`src/rtl/alu_op_sequencer.sv`:
```
// alu_op_sequencer: multi-cycle controller building SUB/OR/NEG/MUL from ALU ADD/AND/NOT/PASS steps
// Ports: Clk, Reset_n (async active-low); request side req_valid/req_ready/req_op/req_a/req_b;
// response side rsp_valid/rsp_ready/rsp_data; busy; ALU side alu_x/alu_y/alu_sel out, alu_out in.
module alu_op_sequencer #(
  parameter int MUL_ITER = 16
) (
  input  logic        Clk,
  input  logic        Reset_n,
  input  logic        req_valid,
  output logic        req_ready,
  input  logic [2:0]  req_op,
  input  logic [15:0] req_a,
  input  logic [15:0] req_b,
  output logic        rsp_valid,
  input  logic        rsp_ready,
  output logic [15:0] rsp_data,
  output logic        busy,
  output logic [15:0] alu_x,
  output logic [15:0] alu_y,
  output logic [1:0]  alu_sel,
  input  logic [15:0] alu_out
);
  typedef enum logic [1:0] {IDLE, EXEC, DONE} state_t;
  state_t state, state_nx;
  logic [2:0]  op;
  logic [15:0] a, b, t, u, acc, mc;
  logic [4:0]  step, last;
  assign req_ready = state == IDLE;
  assign rsp_valid = state == DONE;
  assign busy      = state != IDLE;
  always_comb
    last = op == 3'b111 ? 5'd1 :
           op == 3'b100 ? 5'd2 :
           op == 3'b101 ? 5'd3 :
           op == 3'b110 ? 5'(2 * MUL_ITER - 1) : 5'd0;
  // ALU drive is a pure function of registered state, so no req_* path reaches the ALU
  always_comb begin
    alu_sel = 2'b11;
    alu_x   = '0;
    alu_y   = '0;
    if (state == EXEC)
      case (op)
        3'b100: begin
          alu_sel = step == 0 ? 2'b10 : 2'b00;
          alu_x   = step == 0 ? b : step == 1 ? t : a;
          alu_y   = step == 1 ? 16'd1 : t;
        end
        3'b101: begin
          alu_sel = step == 2 ? 2'b01 : 2'b10;
          alu_x   = step == 0 ? a : step == 1 ? b : t;
          alu_y   = u;
        end
        // even steps accumulate (or pass acc when the multiplier bit is 0), odd steps double mc
        3'b110: begin
          alu_sel = (step[0] || b[step[4:1]]) ? 2'b00 : 2'b11;
          alu_x   = step[0] ? mc : acc;
          alu_y   = mc;
        end
        3'b111: begin
          alu_sel = step == 0 ? 2'b10 : 2'b00;
          alu_x   = step == 0 ? a : t;
          alu_y   = step == 0 ? 16'd0 : 16'd1;
        end
        default: begin
          alu_sel = op[1:0];
          alu_x   = a;
          alu_y   = b;
        end
      endcase
  end
  always_comb begin
    state_nx = state;
    case (state)
      IDLE:    state_nx = req_valid ? EXEC : IDLE;
      EXEC:    state_nx = step == last ? DONE : EXEC;
      default: state_nx = rsp_ready ? IDLE : DONE;
    endcase
  end
  always_ff @(posedge Clk or negedge Reset_n)
    if (!Reset_n) begin
      state    <= IDLE;
      op       <= '0;
      a        <= '0;
      b        <= '0;
      t        <= '0;
      u        <= '0;
      acc      <= '0;
      mc       <= '0;
      step     <= '0;
      rsp_data <= '0;
    end else begin
      state <= state_nx;
      if (state == IDLE && req_valid) begin
        op   <= req_op;
        a    <= req_a;
        b    <= req_b;
        step <= '0;
        acc  <= '0;
        mc   <= req_a;
      end
      if (state == EXEC) begin
        step <= step + 5'd1;
        if (op == 3'b110) begin
          if (step[0]) mc <= alu_out;
          else acc <= alu_out;
        end else if (op == 3'b101 && step == 1) u <= alu_out;
        else t <= alu_out;
        // MUL ends on a doubling step, so its product is already sitting in acc
        if (step == last) rsp_data <= op == 3'b110 ? acc : alu_out;
      end
    end
endmodule

```
`config.mk`:
```
export PLATFORM = sky130hd
export DESIGN_NAME = alu_op_sequencer
export DESIGN_NICKNAME = d
export VERILOG_FILES = /design/src/rtl/alu_op_sequencer.sv
export SDC_FILE = /design/constraint.sdc
export NUM_CORES = 1
export LEC_CHECK = 0
export BUFFER_PORTS_ARGS = -buffer_cell sky130_fd_sc_hd__buf_4
export CORE_UTILIZATION = 45
export CTS_CLUSTER_SIZE = 16
export DETAILED_ROUTE_END_ITERATION = 10
export GPL_TIMING_DRIVEN = 1
export PLACE_DENSITY = 0.67
export SLEW_MARGIN = 20
export SYNTH_ARGS = -nofsm -noshare
export SYNTH_HDL_FRONTEND = slang
export SYNTH_SLANG_ARGS = --single-unit
```
`constraint.sdc`:
```
create_clock -name Clk -period 3.48 [get_ports Clk]
set_input_delay 0.174 -clock Clk [delete_from_list [all_inputs] [get_ports Clk]]
set_output_delay 0.174 -clock Clk [all_outputs]
set_load 0.1 [all_outputs]
```
Word level (Yosys, flattened, before mapping)

Index checks and enable logic that the tools add are counted.

Equality and inequality tests: 9
$mul: 0
Bitwise operators: 2
$add $sub $neg: 1
Shift-type cells: 0
Muxes and demuxes: 38
Reduce and logical (&&, ||, !) cells: 11
$lt $le $gt $ge: 1
Divide/modulo/power cells: 0

Operators by type and width:

| cell                  | number |
|---|---|
| $mux W16              | 18 |
| $pmux W16 S4          | 2 |
| $mux W5               | 6 |
| $eq A3 B3 Y1 const B  | 4 |
| $mux W2               | 6 |
| $pmux W2 S3           | 1 |
| $reduce_and A3 Y1     | 2 |
| $add A5 B1 Y5 const B | 1 |
| $eq A5 B1 Y1 const B  | 1 |
| $eq A5 B2 Y1 const B  | 1 |
| $eq A5 B5 Y1          | 1 |
| $logic_not A5 Y1      | 1 |
| $lt A4 B5 Y1 const B  | 1 |
| $bmux W1 S4           | 1 |
| $pmux W2 S2           | 1 |
| $reduce_bool A2 Y1    | 2 |
| $mux W1               | 3 |
| $eq A2 B1 Y1 const B  | 1 |
| $eq A2 B2 Y1 const B  | 1 |
| $logic_and A1 B1 Y1   | 2 |
| $logic_not A2 Y1      | 1 |
| $not A1 Y1            | 2 |
| $reduce_and A2 Y1     | 1 |
| $reduce_or A2 Y1      | 1 |
| $logic_or A1 B1 Y1    | 1 |

Latch bits: 0
Memories kept: 0
Input bits: 55
Bits in read-only memories: 0
Output and inout bits: 53
Register bits after elaboration: 122
Word-level logic and storage cells: 72
Bits in writable memories: 0

Depth between registers and ports, before layout

Gate-level depths: netlist of the first run.

Word-level depth: 8
Mapped depth: 10
Mapped depth without buffers: 7

Worst setup path after synthesis of the first run

OpenSTA, ideal clock, no wires.

Path kind: reg-to-output
Start point: register step[1]
End point: output port alu_y[0]
Slack: 71 ps
Data required time: 3,306 ps
Buffers on the path: 2
Cell stages (with the launch flop): 8
Arrival: 3,235 ps
Cell sequence: dfrtp_1 > buf_4 > inv_1 > ha_1 > or4b_1 > buf_2 > a221o_1 > a31oi_1

Cells in the longest elaborated chain, start to end: 4
Elaborated cells between the ends (all ways): 6
Classes of those cells: 1 x eq/ne; 4 x mux; 1 x reduce/logical

Ends and longest elaborated chain:

| item                                             | line   | source |
|---|---|---|
| start: declaration                               | 27     | `logic [4:0] step, last;` |
| start signal: assignment                         | 102    | `step <= step + 5'd1;` |
| $eq A5 B1 Y1 or $logic_not A5 Y1 (tied branches) | 46, 62 |  |
| $mux W16 or $mux W1 (tied branches)              | 46, 62 |  |
| $pmux W16 S4 (*)                                 | 42     | `case (op)` |
| $mux W16 (*)                                     | 41     | `if (state == EXEC)` |
| end: declaration                                 | 19     | `output logic [15:0] alu_y,` |

Every way passes the cells marked *; elsewhere a longest branch is shown, timed or not.

Worst setup path in the final report of the first run

Start point: register step[0]
End point: output port alu_x[3]

Cells in the longest elaborated chain, start to end: 5
Elaborated cells between the ends (all ways): 10
Classes of those cells: 1 x eq/ne; 8 x mux; 1 x reduce/logical

Ends and longest elaborated chain:

| item                                      | line   | source |
|---|---|---|
| $eq A5 B1 Y1                              | 45, 50 |  |
| $mux W16 (on tied branches) (2 in series) | 50, 45 |  |
| $pmux W16 S4 (*)                          | 42     |  |
| $mux W16 (*)                              | 41     |  |
| end: declaration                          | 18     | `output logic [15:0] alu_x,` |

Marks and branches as above.

==> impl_metrics.json, run 1 <==
{
  "outcome": "completed",
  "starting_density_of_the_core": 0.459,
  "die-height_um": 126,
  "largest_cells_by_area_after_synthesis": "dfrtp_1, nand2_1, mux2_2",
  "post-route-drc-count": 0,
  "drt-wirelength-per-cell_um": 18.9,
  "finalWeightedCongestion": 0.882,
  "whs_endpoint": "acc[14]$_DFF_PN0_",
  "worstSetupEndpointType": "primary output",
  "instance_count_of_the_mapped_netlist": 777,
  "min_delay_path_depth": 3,
  "die_width_um": 126,
  "relative_slew_slack": 0.283,
  "area_enclosed_by_the_die_boundary_um2": 15900,
  "timing.max_cap.violations": 0,
  "yosys.cell_count.top_type": "nand2_1",
  "antenna_found_initial": 0,
  "clockBufferDepth": 2,
  "layout-area-overhead-vs-synth_pct": 26.7,
  "drive_gt1_frac": 0.262,
  "timing_worst_slew_pin_value_ns": 1.08,
  "master_of_the_slowest_instance_on_the_critical_path": "or4b_2",
  "ys_types": 43,
  "synth_common_cells": "nand2_1, dfrtp_1, a21oi_1, o21ai_0, mux2_2",
  "all_layer_gr_usage": 0.266,
  "numPortBuffers": 107,
  "worstReg2RegStart": "state[1]$_DFF_PN0_",
  "drt_pass1_iterations": 6,
  "num_rows": 45,
  "cts_max_level": 4,
  "peak_fanout_along_the_critical_path": 17,
  "grt_setup_unrepaired": "false",
  "grt_pass1_vias": 5814,
  "fillers": 1336,
  "route.antenna.remaining_nets": 0,
  "post_synthesis_sequential_element_count": 122,
  "grt_max_degree": 68,
  "nets": 955,
  "clk_pin_slew_ns": 0.06,
  "worst_clock_skew_on_the_final_layout_ns": 0.0121,
  "placed_area_um2": 7870,
  "critical_path_required_ns": 3.31,
  "synth_top_cell_area_share": 0.439,
  "synthArstFlopShare": 1.00,
  "tritoncts.num_buffers": 17,
  "timing.critical_path.arrival_ns": 3.00,
  "ant_diodes": 0,
  "max_clock_freq_mhz": 315,
  "finalInstanceArea_um2": 8800,
  "postRouteWirelength_um": 20700,
  "grt_pass1_wl_um": 32800,
  "postSynth.topFlopCell": "dfrtp_1",
  "setup_violations": 0,
  "residual_overflow_from_global_routing": 0,
  "timing.critical_path.cells": "inv_1, ha_1, or4b_2, nor2_1, o21ai_0, nand2_1, a21oi_1, buf_4",
  "setup-tns-final_ns": 0,
  "synth-edff-count": 0,
  "worst_path_largest_cell_delay_ns": 0.87,
  "critPathLaunchType": "register",
  "clock-sinks": 122,
  "end_of_the_worst_register_to_register_path": "t[14]$_DFFE_PN0P_",
  "cts_root_buffer": "clkbuf_16",
  "worst-r2r-setup-slack_ns": 1.04,
  "core_region_area_um2": 15100,
  "syn_nets": 836,
  "hold_path_class": "input pin to register",
  "drt_iter0_drc": 665,
  "min_from": "alu_out[14]",
  "final_worst_path_period_share": 0.911,
  "clock_tree_from_tritoncts": "built",
  "boundaryPins": 108,
  "critical_path_class": "register to primary output",
  "report.final.hold_viol_count": 0,
  "vias": 6385,
  "final_core_util": 0.581,
  "hold-worst-slack_ns": 0.00918,
  "dp_hpwl_um": 13900,
  "worst_r2r_path_depth": 3,
  "timing.final.max_slew_violations": 0,
  "synthesis.area_um2": 6950,
  "fin_crit_ns": 3.17,
  "seq_area_frac_synth": 0.439,
  "post_drt_via_cell_ratio": 5.82,
  "syn-mean-instance-area_um2": 8.95,
  "yosysTopAreaCell": "dfrtp_1",
  "clkLatencyLatePin_ns": 0.42,
  "yosys_warnings": 0
}
## kinds of logic (layout without fill, tap and decap cells)
logic type / after synthesis / in the layout / synth area share
compound gates: 234 / 234 / 0.199
simple gates: 258 / 258 / 0.163
buf+inv: 71 / 203 / 0.0477
mux: 86 / 86 / 0.141
xor+xnor: 2 / 2 / 0.00252
fa+ha+maj: 4 / 4 / 0.00720
flops: 122 / 122 / 0.439
## sequential cells by signal, summed over array words and instances (netlist names)
register  flops
a            16
acc          16
b            16
mc           16
rsp_data     16
t            16
u            16
step          5
op            3
state         2
## final cells by class
class	count	area, um2	share of cell area
Clock buffer	17	425	0.0483
Tap cell	188	235	0.0267
Timing Repair Buffer	164	1350	0.153
Multi-Input combinational cell	584	3590	0.407
Clock inverter	15	128	0.0145
Sequential cell	122	3050	0.347
Inverter	7	26.3	0.00298
## cells in the final DEF (no fill, tap or decap), types with 2 or more instances in the layout
master	count
buf_12	2
dlygate4sd3_1	38
inv_6	2
nand3_1	6
inv_1	7
nand2_1	191
clkinv_2	6
nand2b_1	2
a22oi_1	16
nor2b_2	2
nor2b_1	3
a21oi_1	79
o211ai_1	2
o21ai_0	74
nand3b_1	16
dfrtp_1	122
o22ai_1	18
a221oi_1	16
a31oi_1	2
clkbuf_16	17
ha_1	4
nor3_2	2
a21o_1	17
mux2_2	63
clkinv_4	4
clkinvlp_4	2
mux2i_1	20
xnor2_1	2
nor3_4	3
o31ai_1	2
and2_1	5
nor2_1	23
buf_4	124
mux4_2	2
## per-layer routing
metal | vias to the layer above | share of wire | track usage
met5 | - | 0 | 0
met4 | 0 | 0.019 | 0.0893
met3 | 32 | 0.069 | 0.0480
met2 | 315 | 0.44 | 0.379
met1 | 3055 | 0.47 | 0.405
li1 | 2983 | - | -
## worst max-delay path, delay by kind of cell (launching register included)
| family | cells | cell delay [ns] |
|---|---|---|
| AND/OR/NAND/NOR | 3 | 1.13 |
| adder cells (fa/ha/maj) | 1 | 0.45 |
| flip-flops | 1 | 0.41 |
| buffers and inverters | 2 | 0.39 |
| AO/OA/AOI/OAI | 2 | 0.19 |
## worst max path at each step
stage	from	endpoint	slack, ns	cells after the start
floorplan	step[1]$_DFFE_PN0P_	alu_y[0]	0.07	7
global placement	step[0]$_DFFE_PN0P_	alu_x[5]	0.51	8
detailed placement	step[0]$_DFFE_PN0P_	alu_x[5]	0.50	8
CTS	step[0]$_DFFE_PN0P_	alu_x[6]	0.02	8
global route	step[0]$_DFFE_PN0P_	alu_x[10]	0.17	8
finish	step[0]$_DFFE_PN0P_	alu_x[3]	0.31	8
## repair_timing
item / 4_1_cts / 5_1_grt
endpoints found under the hold margin: 105 / 0
endpoints found under the setup margin: 0 / 14
setup buffers: 0 / 0
resized for setup: 0 / 1
hold buffers: 38 / 0
## through the flow
step,instances,setup slack [ns]
CTS,1097,0.0200
floorplan,777,0.0708
global route,1097,0.173
detailed placement,1027,0.504
finish,1097,0.309
global placement,1027,0.513
Power of run 1 is left out: the tool's default activity adds up to more than one toggle a clock period on the data nets, which glitch-free logic cannot reach.
==> run 2: changes to the inputs <==
Settings changed: HOLD_SLACK_MARGIN set to 0.06.
==> impl_metrics.json, run 2 (same netlist as run 1, synthesis figures left out) <==
{
  "critical_path_required_ns": 3.31,
  "setup_violations": 0,
  "setup-tns-final_ns": 0,
  "cts_root_buffer": "clkbuf_16",
  "outcome": "completed",
  "drive_gt1_frac": 0.258,
  "numPortBuffers": 107,
  "drt-wirelength-per-cell_um": 18.9,
  "drt_pass1_iterations": 6,
  "all_layer_gr_usage": 0.268,
  "nets": 968,
  "ant_diodes": 0,
  "clk_pin_slew_ns": 0.06,
  "placed_area_um2": 7870,
  "peak_fanout_along_the_critical_path": 17,
  "post_drt_via_cell_ratio": 5.79,
  "residual_overflow_from_global_routing": 0,
  "relative_slew_slack": 0.282,
  "drt_iter0_drc": 691,
  "post-route-drc-count": 0,
  "cts_max_level": 4,
  "core_region_area_um2": 15100,
  "fillers": 1319,
  "report.final.hold_viol_count": 0,
  "layout-area-overhead-vs-synth_pct": 28.6,
  "finalWeightedCongestion": 0.882,
  "finalInstanceArea_um2": 8930,
  "grt_setup_unrepaired": "false",
  "num_rows": 45,
  "timing.final.max_slew_violations": 0,
  "starting_density_of_the_core": 0.459,
  "timing.critical_path.arrival_ns": 3.04,
  "timing.max_cap.violations": 0,
  "post-cts-setup-buffers": 0,
  "tritoncts.num_buffers": 17,
  "worst-r2r-setup-slack_ns": 1.03,
  "postRouteWirelength_um": 21000,
  "fin_crit_ns": 3.21,
  "grt_max_degree": 68,
  "critical_path_class": "register to primary output",
  "worstSetupEndpointType": "primary output",
  "final_worst_path_period_share": 0.923,
  "grt_pass1_wl_um": 33100,
  "dp_hpwl_um": 13900,
  "die-height_um": 126,
  "clock-sinks": 122,
  "grt_pass1_vias": 5864,
  "worst_clock_skew_on_the_final_layout_ns": 0.0106,
  "critPathLaunchType": "register",
  "hold_path_class": "input pin to register",
  "clkLatencyLatePin_ns": 0.43,
  "clockBufferDepth": 2,
  "timing_worst_slew_pin_value_ns": 1.08,
  "layout.cells.most_common_list": "nand2_1, buf_4, dfrtp_1, a21oi_1, o21ai_0",
  "max_clock_freq_mhz": 311,
  "die_width_um": 126,
  "route.antenna.remaining_nets": 0,
  "boundaryPins": 108,
  "area_enclosed_by_the_die_boundary_um2": 15900,
  "final_common_cell": "nand2_1",
  "antenna_found_initial": 0,
  "clock_tree_from_tritoncts": "built",
  "vias": 6422
}
[run 2: cell count changes in the layout (fill, tap and decap cells not counted), sizes merged]
cell / before / now
dlygate4sd3: 38 / 51
[run 2: path summary, 6_finish.rpt]
| path | startpoint | to | cells after the start |
|---|---|---|---|
| setup / recovery | step[0]$_DFFE_PN0P_ | alu_x[10] | 8 |
| hold / removal | rsp_ready | state[1]$_DFF_PN0_ | 3 |
| setup reg to reg | step[2]$_DFFE_PN0P_ | rsp_data[12]$_DFFE_PN0P_ | 5 |
| hold reg to reg | a[7]$_DFFE_PN0P_ | a[7]$_DFFE_PN0P_ | 2 |
| max in group asynchronous | Reset_n | a[0]$_DFFE_PN0P_ | 3 |
| min in group asynchronous | Reset_n | b[11]$_DFFE_PN0P_ | 2 |
[run 2: area by class of cell]
cell class / instances / area (um2) / area share
Clock buffer: 17 / 425 / 0.0476
Clock inverter: 15 / 128 / 0.0143
Sequential cell: 122 / 3050 / 0.342
Timing Repair Buffer: 177 / 1480 / 0.166
Inverter: 7 / 26.3 / 0.00294
Multi-Input combinational cell: 584 / 3590 / 0.401
Tap cell: 188 / 235 / 0.0263
[run 2: worst max-delay path: stages, from the launching register on]
cell and delay (ns):
dfrtp_1 0.41, inv_1 0.14, ha_1 0.46, or4b_2 0.87, nor2_1 0.19, o21ai_0 0.13
nand2_1 0.09, a21oi_1 0.07, buf_4 0.25
[run 2: per-layer routing]
layer	global-route usage	routed length, um	up-vias
met3	0.0510	1660	27
li1	-	-	3005
met5	0	0	-
met1	0.404	9690	3057
met2	0.383	9240	333
met4	0.0936	380	0
[run 2: stage by stage]
step,hold WS [ns],worst slack [ns],util,instances
floorplan,-0.122,0.0708,-,777
global placement,0.357,0.513,0.519,1027
detailed placement,0.362,0.504,0.519,1027
CTS,0.0640,0.0200,0.590,1110
global route,0.0752,0.173,0.590,1110
finish,0.0684,0.269,0.590,1110
[run 2: timing repair]
| item | CTS | global route |
|---|---|---|
| endpoints found under the hold margin | 164 | 0 |
| gates resized for setup | 0 | 1 |
| setup endpoints to repair | 0 | 14 |
| hold buffers | 51 | 0 |
Power of run 2 is left out for the same reason.
